[config.mk]
export PLATFORM = sky130hd
export DESIGN_NAME = fwd_hazard_unit
export DESIGN_NICKNAME = d
export VERILOG_FILES = /design/src/rtl/fwd_hazard_unit.sv
export SDC_FILE = /design/constraint.sdc
export NUM_CORES = 1
export LEC_CHECK = 0
export ABC_AREA = 1
export CORE_MARGIN = 4
export CORE_UTILIZATION = 43
export CTS_CLUSTER_SIZE = 10
export DETAILED_ROUTE_END_ITERATION = 16
export PLACE_DENSITY = 0.71
export REMOVE_ABC_BUFFERS = 1
export SYNTH_ARGS = -nofsm -noshare
export SYNTH_HDL_FRONTEND = slang
export SYNTH_SLANG_ARGS = --single-unit
[constraint.sdc]
create_clock -name clk -period 2.2 [get_ports clk]
set_input_delay 0.33 -clock clk [delete_from_list [all_inputs] [get_ports clk]]
set_output_delay 0.33 -clock clk [all_outputs]
set_load 0.005 [all_outputs]
[src/rtl/fwd_hazard_unit.sv]
// Forwarding and hazard unit for the 5-stage pipeline.
// The EX operand selects are decoded while the instruction is still in ID and
// registered, so they are stable for the whole EX cycle. Load-use hazards are
// resolved by a small stall FSM that can insert several bubbles. Same-cycle
// regfile write/read collisions in ID are covered by a write-back bypass flag.
// A saturating counter records how many cycles the pipeline spent stalled.
module fwd_hazard_unit #(
    parameter int REG_AW    = 5,
    parameter int NUM_SRC   = 2,
    parameter int STALL_CYC = 1,
    parameter int CNT_W     = 32
) (
    input  logic                        clk,
    input  logic                        rst,
    input  logic [NUM_SRC*REG_AW-1:0]   id_rs,
    input  logic [NUM_SRC-1:0]          id_rs_used,
    input  logic [REG_AW-1:0]           idex_rd,
    input  logic                        idex_reg_write,
    input  logic                        idex_mem_read,
    input  logic [REG_AW-1:0]           exmem_rd,
    input  logic                        exmem_reg_write,
    input  logic [REG_AW-1:0]           memwb_rd,
    input  logic                        memwb_reg_write,
    input  logic                        flush,
    output logic [2*NUM_SRC-1:0]        fwd_sel,
    output logic [NUM_SRC-1:0]          id_wb_bypass,
    output logic                        stall,
    output logic [CNT_W-1:0]            stall_count
);

    localparam logic ST_IDLE  = 1'b0;
    localparam logic ST_STALL = 1'b1;

    // A single bubble never needs the STALL state; longer hazards park there.
    localparam bit         MULTI_CYC  = (STALL_CYC > 1);
    localparam logic [2:0] STALL_LOAD = 3'(STALL_CYC - 1);

    localparam logic [1:0] SEL_REGFILE = 2'b00;
    localparam logic [1:0] SEL_EXMEM   = 2'b10;
    localparam logic [1:0] SEL_MEMWB   = 2'b01;

    logic                   state;
    logic [2:0]             stall_cnt;
    logic [NUM_SRC-1:0]     m_idex;
    logic [NUM_SRC-1:0]     m_exmem;
    logic [NUM_SRC-1:0]     m_memwb;
    logic                   haz;
    logic [2*NUM_SRC-1:0]   sel_next;

    // Per-operand producer matching and next-cycle EX select decode.
    always_comb begin
        m_idex   = '0;
        m_exmem  = '0;
        m_memwb  = '0;
        sel_next = '0;
        for (int i = 0; i < NUM_SRC; i++) begin
            m_idex[i]  = idex_reg_write  && (idex_rd  != '0) &&
                         (idex_rd  == id_rs[i*REG_AW +: REG_AW]);
            m_exmem[i] = exmem_reg_write && (exmem_rd != '0) &&
                         (exmem_rd == id_rs[i*REG_AW +: REG_AW]);
            m_memwb[i] = memwb_reg_write && (memwb_rd != '0) &&
                         (memwb_rd == id_rs[i*REG_AW +: REG_AW]);
            if (m_idex[i] && !idex_mem_read) begin
                sel_next[2*i +: 2] = SEL_EXMEM;
            end else if (m_exmem[i]) begin
                sel_next[2*i +: 2] = SEL_MEMWB;
            end else begin
                sel_next[2*i +: 2] = SEL_REGFILE;
            end
        end
        haz          = (|(id_rs_used & m_idex)) && idex_mem_read;
        id_wb_bypass = m_memwb;
    end

    // Stall request: flush and reset always win, STALL holds regardless of haz.
    always_comb begin
        stall = 1'b0;
        if (rst || flush) begin
            stall = 1'b0;
        end else if (state == ST_STALL) begin
            stall = 1'b1;
        end else begin
            stall = haz;
        end
    end

    // Stall FSM: count down the remaining bubbles of a multi-cycle load-use stall.
    always_ff @(posedge clk or posedge rst) begin
        if (rst) begin
            state     <= ST_IDLE;
            stall_cnt <= 3'd0;
        end else if (flush) begin
            state     <= ST_IDLE;
            stall_cnt <= 3'd0;
        end else begin
            case (state)
                ST_IDLE: begin
                    if (haz && MULTI_CYC) begin
                        state     <= ST_STALL;
                        stall_cnt <= STALL_LOAD;
                    end
                end
                ST_STALL: begin
                    if (stall_cnt <= 3'd1) begin
                        state     <= ST_IDLE;
                        stall_cnt <= 3'd0;
                    end else begin
                        stall_cnt <= stall_cnt - 3'd1;
                    end
                end
                default: begin
                    state     <= ST_IDLE;
                    stall_cnt <= 3'd0;
                end
            endcase
        end
    end

    // EX operand select register; bubbles and killed instructions get regfile selects.
    always_ff @(posedge clk or posedge rst) begin
        if (rst) begin
            fwd_sel <= '0;
        end else if (flush || stall) begin
            fwd_sel <= '0;
        end else begin
            fwd_sel <= sel_next;
        end
    end

    // Saturating count of stalled cycles.
    always_ff @(posedge clk or posedge rst) begin
        if (rst) begin
            stall_count <= '0;
        end else if (stall && (stall_count != '1)) begin
            stall_count <= stall_count + CNT_W'(1);
        end
    end

endmodule

==> metrics.yaml, run 1 <==
sta:
  final-hold-violation-count: 0
  grt_setup_unrepaired: "no"
  finalHoldWorstSlack_ns: 0.488
  finalCritPeriodShare_pct: 93.1
  setup-violations-final: 0
  fin_tns_setup_ns: 0
  setup_slack_ns: 0.152
  relSlewSlack_pct: 66.1
  worst_pin_slew_ns: 0.509
  finClkSkew_ns: 0.0152
  slew_viol_final: 0
  clock.fmax_ghz: 0.488
  post-route-min-period_ns: 2.05
clocking:
  root_buffer: "clkbuf_8"
  numCtsBuffers: 5
  clk_pin_slew_worst_paths_ns: 0.08
  cts_max_level: 2
  cts_sinks: 40
  tritoncts: "yes"
  clock_latency_ns: 0.30
  clock_path_buffers: 2
power_and_ir_drop:
  pwr-share-seq_pct: 49.8
  finalPower_w: 0.00149
  clockPowerShare_pct: 34.0
  leakage_nw: 1.92
  p_int_w: 0.00112
  power.switching_w: 0.000371
  peakVddDrop_uv: 201
  p_comb_share_pct: 16.2
  p_sw_share_pct: 24.9
  power.density_nw_per_um2: 365
synthesis:
  synth-seq-cells: 40
  synth_top_area_share_pct: 33.6
  ys.flop_type: "dfrtp_1"
  syn_inst: 413
  ys_seq_area_share_pct: 33.6
  netlist_top_cells_area: "dfrtp_1 34%, nand2_1 16%, nand4_1 9.4%"
  synth_top_area_cell: "dfrtp_1"
  synth_common_cells: "125 x nand2_1, 45 x nand4_1, 42 x nor2_1, 40 x dfrtp_1, 36 x inv_1"
  synth_most_common_cell: "nand2_1"
  ys_async_sr_fraction_pct: 100
  yosysWarnings: 0
  synth.distinct_cells: 30
  synth_area_sq_um: 2980
  synth_edf_count: 0
  synth_area_per_cell_sq_um: 7.21
critical_path:
  worstPathCellList: "clkdlybuf4s50_1, or2_2, o41ai_2, nor4_1, dlygate4sd2_1"
  cp-end-kind: "output pin"
  cp_max_fo: 2
  cp.required_ns: 1.87
  crit_slowest_cell: "clkdlybuf4s50_1"
  critPathArrivalTime_ns: 1.72
  critPathLaunchType: "input port"
  max_stage_delay_ns: 0.42
  worstSetupPathType: "in -> out"
die:
  io_pins: 73
  start_util_pct: 44.1
  dieArea_sq_um: 8320
  die_x_um: 91.2
  core-area_sq_um: 6760
  rows: 30
  fp.dieH_um: 91.2
final_layout:
  syn_to_final_growth_pct: 37.4
  num_antenna_cells: 0
  final_nets: 551
  drive_above_1_share_pct: 11.3
  stdcell_count: 595
global_routing:
  grt_pass1_vias: 3103
  gr-total-overflow: 0
  antenna_found_initial: 0
  grt_use_total_pct: 20.0
  grt_max_degree: 41
  grt_first_pass_wirelength_um: 13900
detailed_routing:
  routed_wl_um: 8080
  via_per_inst: 5.18
  wire_per_inst_um: 13.6
  vias: 3083
  drcViolationCount: 0
  dr.pass1.iters: 4
  antenna_left: 0
  drtIter0Drc: 161
place:
  hpwl_um: 6250
  finalWeightedCongestion: 0.943
  dp.cells: 576
  place_worst_setup_slack_ns: -0.227
  io_buffers: 72
outcome:
  status: "completed"
min_path:
  hp-class: "in -> async"
run:
  drv_cap: 0
## registers in the layout (all words and copies together) (netlist names)
| name | flops |
|---|---|
| stall_count | 32 |
| fwd_sel | 4 |
| stall_cnt | 3 |
| state | 1 |
## stage by stage
stage | instance area [sq um] | utilization, %
6_report | 4090 | 60.6
5_1_grt | 4090 | 60.6
3_5_place_dp | 3920 | 58.1
3_3_place_gp | 3920 | 58.1
4_1_cts | 4090 | 60.5
2_1_floorplan | 2910 | -
## area by class of cell
type | count | area (sq um)
fillers | 610 | 2660
multi-input cells | 324 | 1790
flip-flops and latches | 40 | 1000
repair buffers | 107 | 976
inverters | 36 | 135
well taps | 80 | 100
clock buffers | 8 | 90.1
## critical path, delay by kind of cell
family                 cells  cell delay (ns)
AOI/OAI and AO/OA          1             0.30
buffers and inverters      2             0.70
and+or+nand+nor            2             0.39
## timing repair
action / in CTS / in global routing
buffers inserted: 11 / 0
resized for setup: 20 / 3
hold buffers: 0 / 0
endpoints found under the setup margin: 3 / 1
pin swaps: 4 / 4
## cell families (layout without fill, tap and decap cells)
kind of cell / count (synthesis) / count (layout) / share of synthesized area [%]
buffers and inverters: 49 / 151 / 6.97
AND/OR/NAND/NOR: 265 / 265 / 42.2
XOR/XNOR: 50 / 50 / 14.7
adder cells (fa/ha/maj): 3 / 3 / 1.26
flip-flops: 40 / 40 / 33.6
AO/OA/AOI/OAI: 6 / 6 / 1.30
## path summary, 6_finish.rpt
path | start | end | slack, ns | cells after the start
worst max-delay path | memwb_rd[0] | id_wb_bypass[1] | 0.15 | 5
worst min-delay path | rst | state$_DFF_PP0_ | 0.49 | 3
worst max register to register | stall_count[0]$_DFFE_PP0P_ | stall_count[21]$_DFFE_PP0P_ | 0.23 | 10
worst min register to register | stall_count[3]$_DFFE_PP0P_ | stall_count[3]$_DFFE_PP0P_ | 0.54 | 2
max in group asynchronous | rst | stall_count[11]$_DFFE_PP0P_ | 1.34 | 3
min in group clk | stall_count[3]$_DFFE_PP0P_ | stall_count[3]$_DFFE_PP0P_ | 0.54 | 2
## routing by layer
metal	vias up	part of all wire (%)	wire [um]	GRT usage (%)
li1	1559	-	-	-
met1	1430	45	3610	25.4
met2	80	49	3970	34.0
met3	14	4.3	348	3.56
met5	-	0	0	0
met4	0	1.9	150	6.78
## placed cells by master, fill, tap and decap left out, types with 2 or more instances in the layout
| cell | synthesis | routed |
|---|---|---|
| clkbuf_8 | 0 | 6 |
| nor2_2 | 1 | 4 |
| nand3b_1 | 3 | 3 |
| dfrtp_1 | 40 | 40 |
| nand4_1 | 45 | 45 |
| xnor2_1 | 18 | 18 |
| nand3_4 | 2 | 2 |
| nand2_1 | 125 | 125 |
| o21ai_0 | 2 | 2 |
| nor2_1 | 42 | 39 |
| inv_1 | 36 | 36 |
| ha_1 | 3 | 3 |
| nor3_2 | 2 | 2 |
| buf_4 | 0 | 34 |
| nor4_1 | 4 | 3 |
| nor3_1 | 10 | 10 |
| dlygate4sd2_1 | 0 | 18 |
| clkbuf_1 | 3 | 2 |
| nand3_1 | 22 | 22 |
| nor2_4 | 2 | 2 |
| or2_2 | 2 | 2 |
| clkdlybuf4s50_1 | 0 | 53 |
| xor2_1 | 32 | 32 |
## power by group through the flow
stage               clock network (W)  registers [W]  logic [W]
finish                       0.000508       0.000744   0.000242
global route                 0.000551       0.000745   0.000266
CTS                          0.000521       0.000745   0.000240
detailed placement                  0       0.000759   0.000227
global placement                    0       0.000759   0.000224
floorplan                           0       0.000758  0.0000887
Note: power is estimated with default switching activity, not from simulation.
==> run 2, diff against run 1 <==
Settings changed: GPL_ROUTABILITY_DRIVEN set to 0.
==> run 2 against run 1 <==
Hold slack improved by 0.015 ns. Register-to-register slack about the same. Sequential power is essentially flat. Cell area decreased by 1.6%. Critical path type unchanged. Total power down 0.56%.
==> metrics.yaml, run 2 (synthesis results as in run 1) <==
clocking:
  tritoncts: "yes"
  clk_pin_slew_worst_paths_ns: 0.07
  root_buffer: "clkbuf_8"
  numCtsBuffers: 5
  cts_max_level: 2
  clock_path_buffers: 2
  clock_latency_ns: 0.29
  cts_sinks: 40
die:
  dieArea_sq_um: 8320
  fp.dieH_um: 91.2
  core-area_sq_um: 6760
  start_util_pct: 44.1
  rows: 30
  io_pins: 73
  die_x_um: 91.2
final_layout:
  layout_commonest_cell: "nand2_1"
  multi_input_area_sq_um: 1790
  largestRegisters: "stall_count x32, fwd_sel x4, stall_cnt x3"
  largest_register_ffs: 32
  seqCellArea_sq_um: 1000
  regMostFlops: "stall_count"
  final_nets: 539
  num_antenna_cells: 0
  layout_common_cells: "125 x nand2_1, 54 x clkdlybuf4s50_1, 45 x nand4_1, 40 x dfrtp_1, 39 x nor2_1"
  n_fill_cell: 642
  stdcell_count: 582
  drive_above_1_share_pct: 9.16
  syn_to_final_growth_pct: 35.3
power_and_ir_drop:
  clockPowerShare_pct: 34.8
  p_int_w: 0.00113
  p_sw_share_pct: 23.7
  power.switching_w: 0.000352
  power.density_nw_per_um2: 369
  pwr-share-seq_pct: 50.1
  p_comb_share_pct: 15.0
  peakVddDrop_uv: 452
  leakage_nw: 1.93
critical_path:
  crit_slowest_cell: "clkdlybuf4s50_1"
  worstSetupPathType: "in -> out"
  cp_top_family: "buffers and inverters"
  crit_buf_inv: 2
  cp_max_fo: 2
  worstPathCellList: "clkdlybuf4s50_1, or2_2, o41ai_2, nor4_1, dlygate4sd2_1"
  max_stage_delay_ns: 0.42
  r2r-end: "stall_count[8]$_DFFE_PP0P_"
  cp-end-kind: "output pin"
  cp.required_ns: 1.87
  r2r_start: "stall_count[1]$_DFFE_PP0P_"
  worstRegToRegCells: 10
  critPathLaunchType: "input port"
  critPathArrivalTime_ns: 1.69
  rrSetupSlack_ns: 0.23
global_routing:
  grt_max_degree: 41
  use_met1_pct: 25.0
  grt_use_met3_pct: 3.23
  gr-total-overflow: 0
  grt_use_total_pct: 19.3
  gr-max-usage-layer: "met2"
  antenna_found_initial: 0
  grt_pass1_vias: 3022
  grt_first_pass_wirelength_um: 13500
  grtUsageMet2_pct: 32.9
sta:
  relSlewSlack_pct: 66.8
  post-route-min-period_ns: 2.02
  slew_viol_final: 0
  grt_setup_unrepaired: "no"
  setup-violations-final: 0
  finalHoldWorstSlack_ns: 0.503
  finalCritPeriodShare_pct: 92.0
  clock.fmax_ghz: 0.494
  finClkSkew_ns: 0.00592
  worst_pin_slew_ns: 0.498
  final-hold-violation-count: 0
outcome:
  status: "completed"
place:
  dp.cells: 575
  io_buffers: 72
  hpwl_um: 6260
min_path:
  hp-class: "in -> async"
detailed_routing:
  wire_per_inst_um: 13.4
  vias: 3008
  via_per_inst: 5.17
  dr.pass1.iters: 4
  drtIter0Drc: 125
  routed_wl_um: 7820
  antenna_left: 0
  drcViolationCount: 0
run:
  drv_cap: 0
run 2: cell types whose count changed in the layout (fill, tap and decap cells not counted):
cell             previous run  this run
nor4_2                      1         0
dlygate4sd2_1              18         7
buf_4                      34        23
buf_12                      1         0
clkdlybuf4s50_1            53        54
clkbuf_1                    2         0
dlymetal6s2s_1              1        11
clkbuf_8                    6         7
nor4_1                      3         4
run 2: worst register-to-register path, delay by kind of cell, from the launching register on:
family | cells | cell delay [ns]
adder cells (fa/ha/maj) | 1 | 0.21
flip-flops | 1 | 0.42
buffers and inverters | 1 | 0.22
AND/OR/NAND/NOR | 8 | 1.06
run 2: final cells by class:
class | count | area share, %
tap | 80 | 2.48
inverter | 36 | 3.35
timing repair buffer | 95 | 22.6
clock buffer | 7 | 2.39
sequential | 40 | 24.8
multi-input combinational | 324 | 44.3
run 2: worst max path at each step:
stage,from,slack (ns),cells after the start,to
after floorplan,flush,-0.22,4,stall_count[0]$_DFFE_PP0P_
after global placement,idex_rd[0],-0.18,11,stall
after detailed placement,idex_rd[0],-0.22,11,stall
after CTS,id_rs[5],-0.17,11,stall
after global routing,stall_count[0]$_DFFE_PP0P_,0.06,10,stall_count[12]$_DFFE_PP0P_
final,memwb_rd[0],0.18,5,id_wb_bypass[1]
run 2: routing by layer:
| metal | part of all wire [%] | vias to the layer above | routed length [um] |
|---|---|---|---|
| met5 | 0 | - | 0 |
| li1 | - | 1540 | - |
| met2 | 50 | 69 | 3880 |
| met3 | 3.9 | 7 | 308 |
| met4 | 1.0 | 0 | 78 |
| met1 | 45 | 1392 | 3560 |
run 2: what timing repair did:
item | in CTS | in global routing
resized for setup | 8 | 13
hold buffers | 0 | 0
setup endpoints to repair | 3 | 4
pin swaps | 0 | 6
buffers inserted | 0 | 0
run 2: through the flow:
step / instance area (sq um) / setup TNS, ns / setup WS [ns] / utilization, % / total power, W
3_5_place_dp: 3900 / -2.78 / -0.215 / 57.8 / 0.000988
5_1_grt: 4030 / 0 / 0.0602 / 59.6 / 0.00156
3_3_place_gp: 3900 / -1.10 / -0.180 / 57.8 / 0.000983
4_1_cts: 3990 / -0.174 / -0.174 / 59.1 / 0.00151
2_1_floorplan: 2910 / -5.64 / -0.222 / - / 0.000847
6_report: 4030 / 0 / 0.175 / 59.6 / 0.00149
run 2: power by group through the flow:
| stage | sequential (W) | clock (W) | combinational [W] |
|---|---|---|---|
| 2_1_floorplan | 0.000758 | 0 | 0.0000887 |
| 3_3_place_gp | 0.000759 | 0 | 0.000223 |
| 3_5_place_dp | 0.000759 | 0 | 0.000228 |
| 4_1_cts | 0.000745 | 0.000535 | 0.000226 |
| 5_1_grt | 0.000746 | 0.000565 | 0.000246 |
| 6_report | 0.000745 | 0.000518 | 0.000223 |
==> RTL change (config.mk and constraints of run 1) <==
Make the reset (`rst`) synchronous in 3 clocked blocks.
--- a/src/rtl/fwd_hazard_unit.sv
+++ b/src/rtl/fwd_hazard_unit.sv
@@ -86,5 +86,5 @@
 
     // Stall FSM: count down the remaining bubbles of a multi-cycle load-use stall.
-    always_ff @(posedge clk or posedge rst) begin
+    always_ff @(posedge clk) begin
         if (rst) begin
             state     <= ST_IDLE;
@@ -118,5 +118,5 @@
 
     // EX operand select register; bubbles and killed instructions get regfile selects.
-    always_ff @(posedge clk or posedge rst) begin
+    always_ff @(posedge clk) begin
         if (rst) begin
             fwd_sel <= '0;
@@ -129,5 +129,5 @@
 
     // Saturating count of stalled cycles.
-    always_ff @(posedge clk or posedge rst) begin
+    always_ff @(posedge clk) begin
         if (rst) begin
             stall_count <= '0;
Formal check against the unedited RTL: differs if rst is asserted again (counterexample within 4 cycles, from zero or initial values and one cycle with rst high); with rst held inactive, the same outputs for 10 cycles.
==> RTL change against run 1 <==
Critical path depth stayed put; synthesized area is 5.9% lower; cell area is 3.4% lower; total power is 5.9% lower; clock power is 5.7% lower; sequential cell count stayed put; wire length is 3.4% higher; combinational power is 16% lower; setup slack worse by 0.045 ns; critical path type unchanged; largest power group unchanged.
==> RTL change: results (changes against run 1) <==
Logic synthesis
  • Async S/R FF share, synth: 0 (was 1.00)
  • Compound-Gate Fraction of Synth Area: 0.0719 (was 0.0130)
  • Library cells used by synthesis: 32 (was 30)
  • Post-Synth XOR/XNOR Area: 0.153 (was 0.147)
  • Syn avg cell area: 6.69 um^2 (was 7.21 um^2)
  • Synth Area in Adders: 0.0134 (was 0.0126)
  • Post-synth top flop: dfxtp_1 (was dfrtp_1)

GRT
  • Pin count of the biggest net entering global routing: 40 (was 41)
  • Total global-route track usage: 0.220 (was 0.200)
  • Vias in the first global route: 2949 (was 3103)
  • First-pass GRT wire length: 13.8 mm (was 13.9 mm)

STA
  • WHS: 0.487 ns (was 0.488 ns)
  • Maximum clock frequency: 0.478 GHz (was 0.488 GHz)
  • Worst Skew: 0.00585 ns (was 0.0152 ns)

Status
  • Status: completed (unchanged)

Drt
  • Iteration-0 DRC Markers: 175 (was 161)
  • Final WL: 8.36 mm (was 8.08 mm)
  • Via count: 3106 (was 3083)

Cells and area
  • Non-clk invs: 34 (was 36)
  • Non-CTS buffers: 113 (was 107)
  • Area Growth Syn to Fin: 41.2% (was 37.4%)
  • Footprint of the multi-input gates: 1820 um^2 (was 1790 um^2)
  • Buffer share of cell area: 0.260 (was 0.238)
  • Nets@finish: 564 (was 551)
  • # fillers: 598 (was 610)
  • Reg area: 801 um^2 (was 1000 um^2)

Placed design
  • RD Place Congestion: 0.927 (was 0.943)
  • Post-DP HPWL: 6.62 mm (was 6.25 mm)
  • DP Area: 3830 um^2 (was 3920 um^2)

Worst setup path
  • CP max-delay cell: or4_4 (was clkdlybuf4s50_1)
  • Reg-to-Reg Start: stall_count[0] (unchanged)
  • Worst path max stage delay: 0.55 ns (was 0.42 ns)
  • Reg2Reg Capture Point: stall_count[15] (was stall_count[21])
  • Reg2Reg Depth: 11 (was 10)
  • Reg2Reg Setup Slack: 0.17 ns (was 0.23 ns)
  • Crit path capture: id_wb_bypass[0] (was id_wb_bypass[1])
  • Critical path arrival: 1.76 ns (was 1.72 ns)

Pwr
  • Switching Share: 0.250 (was 0.249)
  • LEAKAGE: 1.56 nW (was 1.92 nW)
  • Logic power comb: 0.000204 W (was 0.000242 W)
  • Clock power frac: 0.341 (was 0.340)

Min path
  • Min-Delay Path Class: flip-flop to flip-flop (was input port to async pin)

Clocking
  • Postcts setup bufs: 1 (was 11)
## RTL change: cell types whose count changed after synthesis, sizes merged, moves of 6 or more
| cell | before | now |
|---|---|---|
| xor2 | 32 | 25 |
| dfxtp | 0 | 40 |
| a21oi | 1 | 33 |
| dfrtp | 40 | 0 |
| nor2 | 45 | 56 |
| nand4 | 45 | 12 |
| xnor2 | 18 | 24 |
| nand3 | 24 | 56 |
| nand2 | 127 | 98 |
## RTL change: logic make-up (layout without fill, tap and decap cells)
logic type	after synthesis	in the layout
and+or+nand+nor	242	242
xor gates and xnor gates	49	49
buffers and inverters	46	154
DFF	40	40
AOI/OAI and AO/OA	39	39
adders and majority gates	3	3
## RTL change: metal layers
layer	up-vias	routed length (um)	track usage	share of wire
met1	1427	3990	0.306	0.48
met4	0	48	0.0371	0.0057
met3	5	507	0.0354	0.061
met5	-	0	0	0
met2	89	3810	0.362	0.46
li1	1585	-	-	-
